[src/rtl/vgarcade_pkg.sv]
// Shared types and constants for the vgarcade pixel-path blocks.
package vgarcade_pkg;

   localparam int unsigned COLOR_W = 12;
   localparam int unsigned PIX_W   = 10;

   typedef logic [3:0] bcd_digit_t;

   localparam bcd_digit_t BLANK_CODE = 4'hF;

endpackage

[src/rtl/digit_glyph_rom.sv]
// 16-entry 1bpp glyph ROM: seven-segment style digits 0-9, codes 10-15 blank.
// Address {code,row,col} is registered; the pixel bit is read combinationally from it.
module digit_glyph_rom
   import vgarcade_pkg::*;
#(
   parameter int unsigned GLYPH_SIZE = 32,
   parameter int unsigned GL         = $clog2(GLYPH_SIZE)
) (
   input  logic          clk,
   input  bcd_digit_t    code,
   input  logic [GL-1:0] row,
   input  logic [GL-1:0] col,
   output logic          lit
);

   bcd_digit_t    code_q;
   logic [GL-1:0] row_q;
   logic [GL-1:0] col_q;

   always_ff @(posedge clk) begin
      code_q <= code;
      row_q  <= row;
      col_q  <= col;
   end

   // Glyph drawn on a 16x16 unit grid; true when v falls in units [lo, hi).
   function automatic logic in_rng(input logic [GL-1:0] v, input int unsigned lo,
                                   input int unsigned hi);
      int unsigned s;
      s = 32'(v) * 16;
      return (s >= lo * GLYPH_SIZE) && (s < hi * GLYPH_SIZE);
   endfunction

   (* rom_style = "distributed" *) logic [6:0] seg_mask;
   logic [6:0] seg_hit;

   always_comb begin
      case (code_q)
         4'd0:    seg_mask = 7'b1111110;
         4'd1:    seg_mask = 7'b0110000;
         4'd2:    seg_mask = 7'b1101101;
         4'd3:    seg_mask = 7'b1111001;
         4'd4:    seg_mask = 7'b0110011;
         4'd5:    seg_mask = 7'b1011011;
         4'd6:    seg_mask = 7'b1011111;
         4'd7:    seg_mask = 7'b1110000;
         4'd8:    seg_mask = 7'b1111111;
         4'd9:    seg_mask = 7'b1111011;
         default: seg_mask = 7'b0000000;
      endcase
   end

   // Segment order {a,b,c,d,e,f,g}
   always_comb begin
      seg_hit[6] = in_rng(row_q, 1, 3)   && in_rng(col_q, 4, 12);
      seg_hit[5] = in_rng(col_q, 11, 13) && in_rng(row_q, 2, 8);
      seg_hit[4] = in_rng(col_q, 11, 13) && in_rng(row_q, 8, 14);
      seg_hit[3] = in_rng(row_q, 13, 15) && in_rng(col_q, 4, 12);
      seg_hit[2] = in_rng(col_q, 3, 5)   && in_rng(row_q, 8, 14);
      seg_hit[1] = in_rng(col_q, 3, 5)   && in_rng(row_q, 2, 8);
      seg_hit[0] = in_rng(row_q, 7, 9)   && in_rng(col_q, 4, 12);
   end

   assign lit = |(seg_mask & seg_hit);

endmodule

[src/rtl/score_digit_renderer.sv]
// N-digit BCD score counter with per-frame snapshot and 2-stage glyph overlay pipeline.
// Optional build macro LEAD_ZERO_BLANK_EN blanks leading zero digits in the displayed value.
module score_digit_renderer
   import vgarcade_pkg::*;
#(
   parameter int unsigned       NUM_DIGITS = 3,
   parameter int unsigned       GLYPH_SIZE = 32,
   parameter int unsigned       SCALE_LOG2 = 0,
   parameter int unsigned       X0         = 16,
   parameter int unsigned       Y0         = 16,
   parameter logic [COLOR_W-1:0] FG_COLOR  = 12'hFFF
) (
   input  logic                    clk,
   input  logic                    reset,
   input  logic [PIX_W-1:0]        pixel_x,
   input  logic [PIX_W-1:0]        pixel_y,
   input  logic                    video_on,
   input  logic                    inc,
   input  logic                    clr,
   output logic [4*NUM_DIGITS-1:0] score_bcd,
   output logic                    saturated,
   output logic                    pixel_on,
   output logic [COLOR_W-1:0]      rgb
);

   localparam int unsigned GL        = $clog2(GLYPH_SIZE);
   localparam int unsigned CELL_LOG2 = GL + SCALE_LOG2;
   localparam int unsigned CW        = PIX_W + 1;
   localparam logic [CW-1:0] BOX_W   = CW'((NUM_DIGITS * GLYPH_SIZE) << SCALE_LOG2);
   localparam logic [CW-1:0] BOX_H   = CW'(GLYPH_SIZE << SCALE_LOG2);

   bcd_digit_t [NUM_DIGITS-1:0] score_q, score_d;
   bcd_digit_t [NUM_DIGITS-1:0] disp_q, disp_d;
   logic                        saturated_q;

   function automatic logic all_nines(input bcd_digit_t [NUM_DIGITS-1:0] v);
      logic r;
      r = 1'b1;
      for (int i = 0; i < int'(NUM_DIGITS); i++) r = r & (v[i] == 4'd9);
      return r;
   endfunction

   always_comb begin
      logic carry;
      score_d = score_q;
      carry   = 1'b1;
      if (clr) begin
         score_d = '0;
      end else if (inc && !all_nines(score_q)) begin
         for (int i = 0; i < int'(NUM_DIGITS); i++) begin
            if (carry) begin
               if (score_q[i] == 4'd9) begin
                  score_d[i] = 4'd0;
               end else begin
                  score_d[i] = score_q[i] + 4'd1;
                  carry      = 1'b0;
               end
            end
         end
      end
   end

   always_comb begin
`ifdef LEAD_ZERO_BLANK_EN
      logic lead;
      lead   = 1'b1;
      disp_d = score_q;
      for (int i = int'(NUM_DIGITS) - 1; i > 0; i--) begin
         if (lead && score_q[i] == 4'd0) disp_d[i] = BLANK_CODE;
         else                            lead      = 1'b0;
      end
`else
      disp_d = score_q;
`endif
   end

   // Snapshot at the top-left pixel so a frame never shows a mid-frame score change.
   always_ff @(posedge clk or posedge reset) begin
      if (reset) begin
         score_q     <= '0;
         saturated_q <= 1'b0;
         disp_q      <= '0;
      end else begin
         score_q     <= score_d;
         saturated_q <= all_nines(score_d);
         if (pixel_x == '0 && pixel_y == '0) disp_q <= disp_d;
      end
   end

   // Stage 1: box hit, slot decode and glyph address (11-bit subtraction, no wrap hits).
   logic [CW-1:0] dx, dy, slot;
   logic          hit_d, hit_q;
   bcd_digit_t    code_d;
   logic [GL-1:0] row_d, col_d;
   logic          rom_lit;
   logic          pixel_on_q;
   logic [COLOR_W-1:0] rgb_q;

   always_comb begin
      dx     = {1'b0, pixel_x} - CW'(X0);
      dy     = {1'b0, pixel_y} - CW'(Y0);
      hit_d  = video_on && (dx < BOX_W) && (dy < BOX_H);
      slot   = dx >> CELL_LOG2;
      row_d  = dy[SCALE_LOG2 +: GL];
      col_d  = dx[SCALE_LOG2 +: GL];
      code_d = BLANK_CODE;
      for (int i = 0; i < int'(NUM_DIGITS); i++) begin
         if (slot == CW'(int'(NUM_DIGITS) - 1 - i)) code_d = disp_q[i];
      end
   end

   digit_glyph_rom #(
      .GLYPH_SIZE (GLYPH_SIZE),
      .GL         (GL)
   ) u_rom (
      .clk  (clk),
      .code (code_d),
      .row  (row_d),
      .col  (col_d),
      .lit  (rom_lit)
   );

   always_ff @(posedge clk or posedge reset) begin
      if (reset) begin
         hit_q      <= 1'b0;
         pixel_on_q <= 1'b0;
         rgb_q      <= '0;
      end else begin
         hit_q      <= hit_d;
         pixel_on_q <= hit_q && rom_lit;
         rgb_q      <= (hit_q && rom_lit) ? FG_COLOR : '0;
      end
   end

   assign score_bcd = score_q;
   assign saturated = saturated_q;
   assign pixel_on  = pixel_on_q;
   assign rgb       = rgb_q;

endmodule

[config.mk]
export PLATFORM = sky130hd
export DESIGN_NAME = score_digit_renderer
export DESIGN_NICKNAME = d
export VERILOG_FILES = /design/src/rtl/vgarcade_pkg.sv /design/src/rtl/digit_glyph_rom.sv /design/src/rtl/score_digit_renderer.sv
export SDC_FILE = /design/constraint.sdc
export NUM_CORES = 1
export LEC_CHECK = 0
export CAP_MARGIN = 20
export CORE_MARGIN = 3
export CORE_UTILIZATION = 30
export CTS_BUF_LIST = sky130_fd_sc_hd__clkbuf_4
export CTS_CLUSTER_DIAMETER = 60
export DETAILED_ROUTE_END_ITERATION = 16
export DONT_BUFFER_PORTS = 1
export GPL_ROUTABILITY_DRIVEN = 0
export GPL_TIMING_DRIVEN = 1
export HOLD_SLACK_MARGIN = 0.15
export SLEW_MARGIN = 10
export SYNTH_ARGS = -nofsm -noshare
export SYNTH_HDL_FRONTEND = slang
export SYNTH_SLANG_ARGS = --single-unit
[constraint.sdc]
create_clock -name clk -period 2.45 [get_ports clk]
set_input_delay 0.1225 -clock clk [delete_from_list [all_inputs] [get_ports clk]]
set_output_delay 0.1225 -clock clk [all_outputs]
set_load 0.02 [all_outputs]
==> results by group <==
Yosys
  • Commonest cells post-synth: dfrtp_1 (27), nand2_1 (24), nor2_1 (19)
  • Area contributors post-synth: dfrtp_1 (27%), dfxtp_1 (12%), ha_1 (7.1%), mux2_2 (5.0%), buf_4 (3.9%)
  • Most frequently used cell type in the post-synthesis netlist: dfrtp_1
  • Synth unique cells: 59
  • Primary FF master, synth: dfrtp_1
  • Synth Register Bits: 42
  • Sequential area share after synthesis: 0.3947
  • Post-Syn Area per Cell: 9.473 µm²
  • Async set or reset register ratio after synthesis: 0.6429
  • Post-synth EDFFs: 0
  • Synth warn: 0
  • Syn Inst Count: 261
  • Synth top area share: 0.2733
  • Post-Syn Area: 0.002472 mm²
  • Post-synth top area cell: dfrtp_1
  • Synthesized net count: 300

Timing
  • Rel. slew slack: 0.5309
  • RSZ-0062 raised after global routing: no
  • Final Hold Viols: 0
  • Fin crit share: 0.9486
  • Final Skew: 0.01901 ns
  • Least-Margin Pin Slew: 0.7094 ns
  • Setup-failing EPs final: 0
  • Tmin final: 2.324 ns
  • Final Max Tran Viols: 0
  • TNS Setup: 0 ns
  • Peak Freq: 430.3 MHz

Global routing
  • Vias in the first global route: 2,009
  • Initial antenna violation count: 0
  • Global Route Usage Sum: 0.1212
  • Largest net degree at the start of global routing: 28
  • Grt total ovfl: 0
  • First-pass GRT wire length: 9473 µm

Placement
  • Area after DPL: 0.002579 mm²
  • IO buf count: 0
  • Final HPWL DP: 4119 µm

Worst hold path
  • Worst min path class: in2reg
  • Hold path cells: 5

Clock tree
  • CTS tree: yes
  • Total CTS buffers: 5
  • CTS max path bufs: 2
  • CTS H-tree depth: 2
  • Clock transition at the registers of the reported paths: 0.14 ns
  • Clk sinks: 42
  • Clock latency on the worst-skew pair: 0.35 ns
  • Root Buffer: clkbuf_4
  • Post-CTS Setup Bufs: 0

Routing
  • Routed WL per cell: 14.56 µm
  • Met2 wire len: 2663 µm
  • Max Used Layer: met4
  • Routed Antenna Nets: 0
  • Met3 routed WL: 349 µm
  • DR vias: 1,926
  • Metal-1 WL: 2456 µm
  • First-pass DRT Iterations: 4
  • Routed Wire Length: 5520 µm
  • Via-to-Cell Ratio: 5.082
  • Initial DRC Count: 38
  • DRC: 0

Floorplan
  • Ports: 51
  • Core box area: 0.007848 mm²
  • Die width: 96.78 µm
  • Cell Rows: 32
  • Die area: 0.009366 mm²
  • DIE HEIGHT: 96.78 µm
  • Initial cell density of the core: 0.3151

Critical path
  • WS Path Type: in2reg
  • Worst Reg-to-Reg Cells: 5
  • Crit-path max FO: 2
  • CP arrival: 2.61 ns
  • Critical Path End Type: flop
  • CP Launch Type: input port
  • Worst Path Required: 2.73 ns

Finish
  • Ant. Diodes: 0
  • Layout Nets: 315
  • FILL cells: 816
  • Cell area after layout: 0.002816 mm²
  • Area growth syn-to-layout: 13.92%
  • Share of cells above drive strength 1: 0.1841

Flow run
  • Maxcap violations: 0

Power and ir drop
  • Pwr Density: 442.8 mW/mm²
  • Worst IR Drop VDD: 0.0001850 V
  • Leakage: 1.197 nW

Status
  • Status: finished, final reports clean
## cells in the final DEF (no fill, tap or decap), types with 8 or more instances in the layout
cell,n
a21oi_1,11
buf_4,16
dfrtp_1,26
dfxtp_1,15
dlygate4sd3_1,14
ha_1,13
inv_1,14
mux2_2,11
nand2_1,24
nand3_1,8
nor2_1,19
nor3_1,9
## critical path, stage by stage
cell and delay, ns:
dlygate4sd3_1 0.56, inv_1 0.07, ha_1 0.22, xnor2_1 0.15
nand4_1 0.11, dlygate4sd3_1 0.59, nor4_2 0.21, dlygate4sd3_1 0.58
## cell type report
type                    count  area (µm²)  share of cell area
inverters                  14       52.55             0.01866
repair buffers             30       260.3             0.09240
clock buffers               5       37.54             0.01333
well taps                 102       127.6             0.04531
clock inverters             3       21.27            0.007552
multi-input cells         183        1340              0.4758
flip-flops and latches     42       977.2              0.3470
## layer usage
layer	vias to the layer above	track usage
met4	0	0.03024
met1	919	0.1587
met2	51	0.1948
met3	6	0.03749
met5	-	0
li1	950	-
## kinds of logic after synthesis
logic type                 count (synthesis)  share of synthesized area
and+or+nand+nor                           97                     0.2171
AOI/OAI and AO/OA                         47                     0.1326
DFF                                       42                     0.3947
buffers and inverters                     36                    0.07894
muxes                                     16                    0.07085
adders and majority gates                 14                    0.07085
xor gates and xnor gates                   9                    0.03492
## metrics by stage
step	hold WS, ns	setup WS [ns]	power, mW	std cells	util
3_5_place_dp	0.1096	0.2240	0.8862	357	0.3286
6_report	0.1786	0.1259	1.247	379	0.3589
4_1_cts	0.1595	0.003146	1.256	379	0.3540
3_3_place_gp	0.1059	0.3396	0.8818	357	0.3286
5_1_grt	0.1997	0.002473	1.313	379	0.3589
2_1_floorplan	0.1502	0.3626	0.8534	261	-
## worst paths after layout
| check | from | end | slack [ns] |
|---|---|---|---|
| setup reg to reg | score_bcd[3]$_DFF_PP0_ | saturated$_DFF_PP0_ | 0.35 |
| max in group asynchronous | reset | rgb[10]$_DFF_PP0_ | 1.89 |
| hold reg to reg | disp_q[5]$_DFFE_PP0P_ | disp_q[5]$_DFFE_PP0P_ | 0.51 |
| hold / removal | inc | score_bcd[6]$_DFF_PP0_ | 0.18 |
| setup / recovery | pixel_y[4] | hit_q$_DFF_PP0_ | 0.13 |
| min in group asynchronous | reset | disp_q[11]$_DFFE_PP0P_ | 0.26 |
## sequential cells by signal, indices dropped and copies added (netlist names)
name / count
u_rom.seg_mask: 7
rgb: 1
disp_q: 12
hit_q: 1
u_rom.row_q: 4
score_bcd: 12
u_rom.col_q: 4
saturated: 1
## repair_timing
action                                  4_1_cts  5_1_grt
endpoints found under the setup margin        0        8
hold buffers                                 14        0
endpoints found under the hold margin        49        0
gates resized for setup                       0        7
## report_power, final
group	switching [mW]	internal [mW]	total, mW
clock	0.232	0.112	0.344
sequential	0.0105	0.706	0.717
combinational	0.107	0.0800	0.187
total	0.349	0.898	1.25
Note: power is estimated with default switching activity, not from simulation.
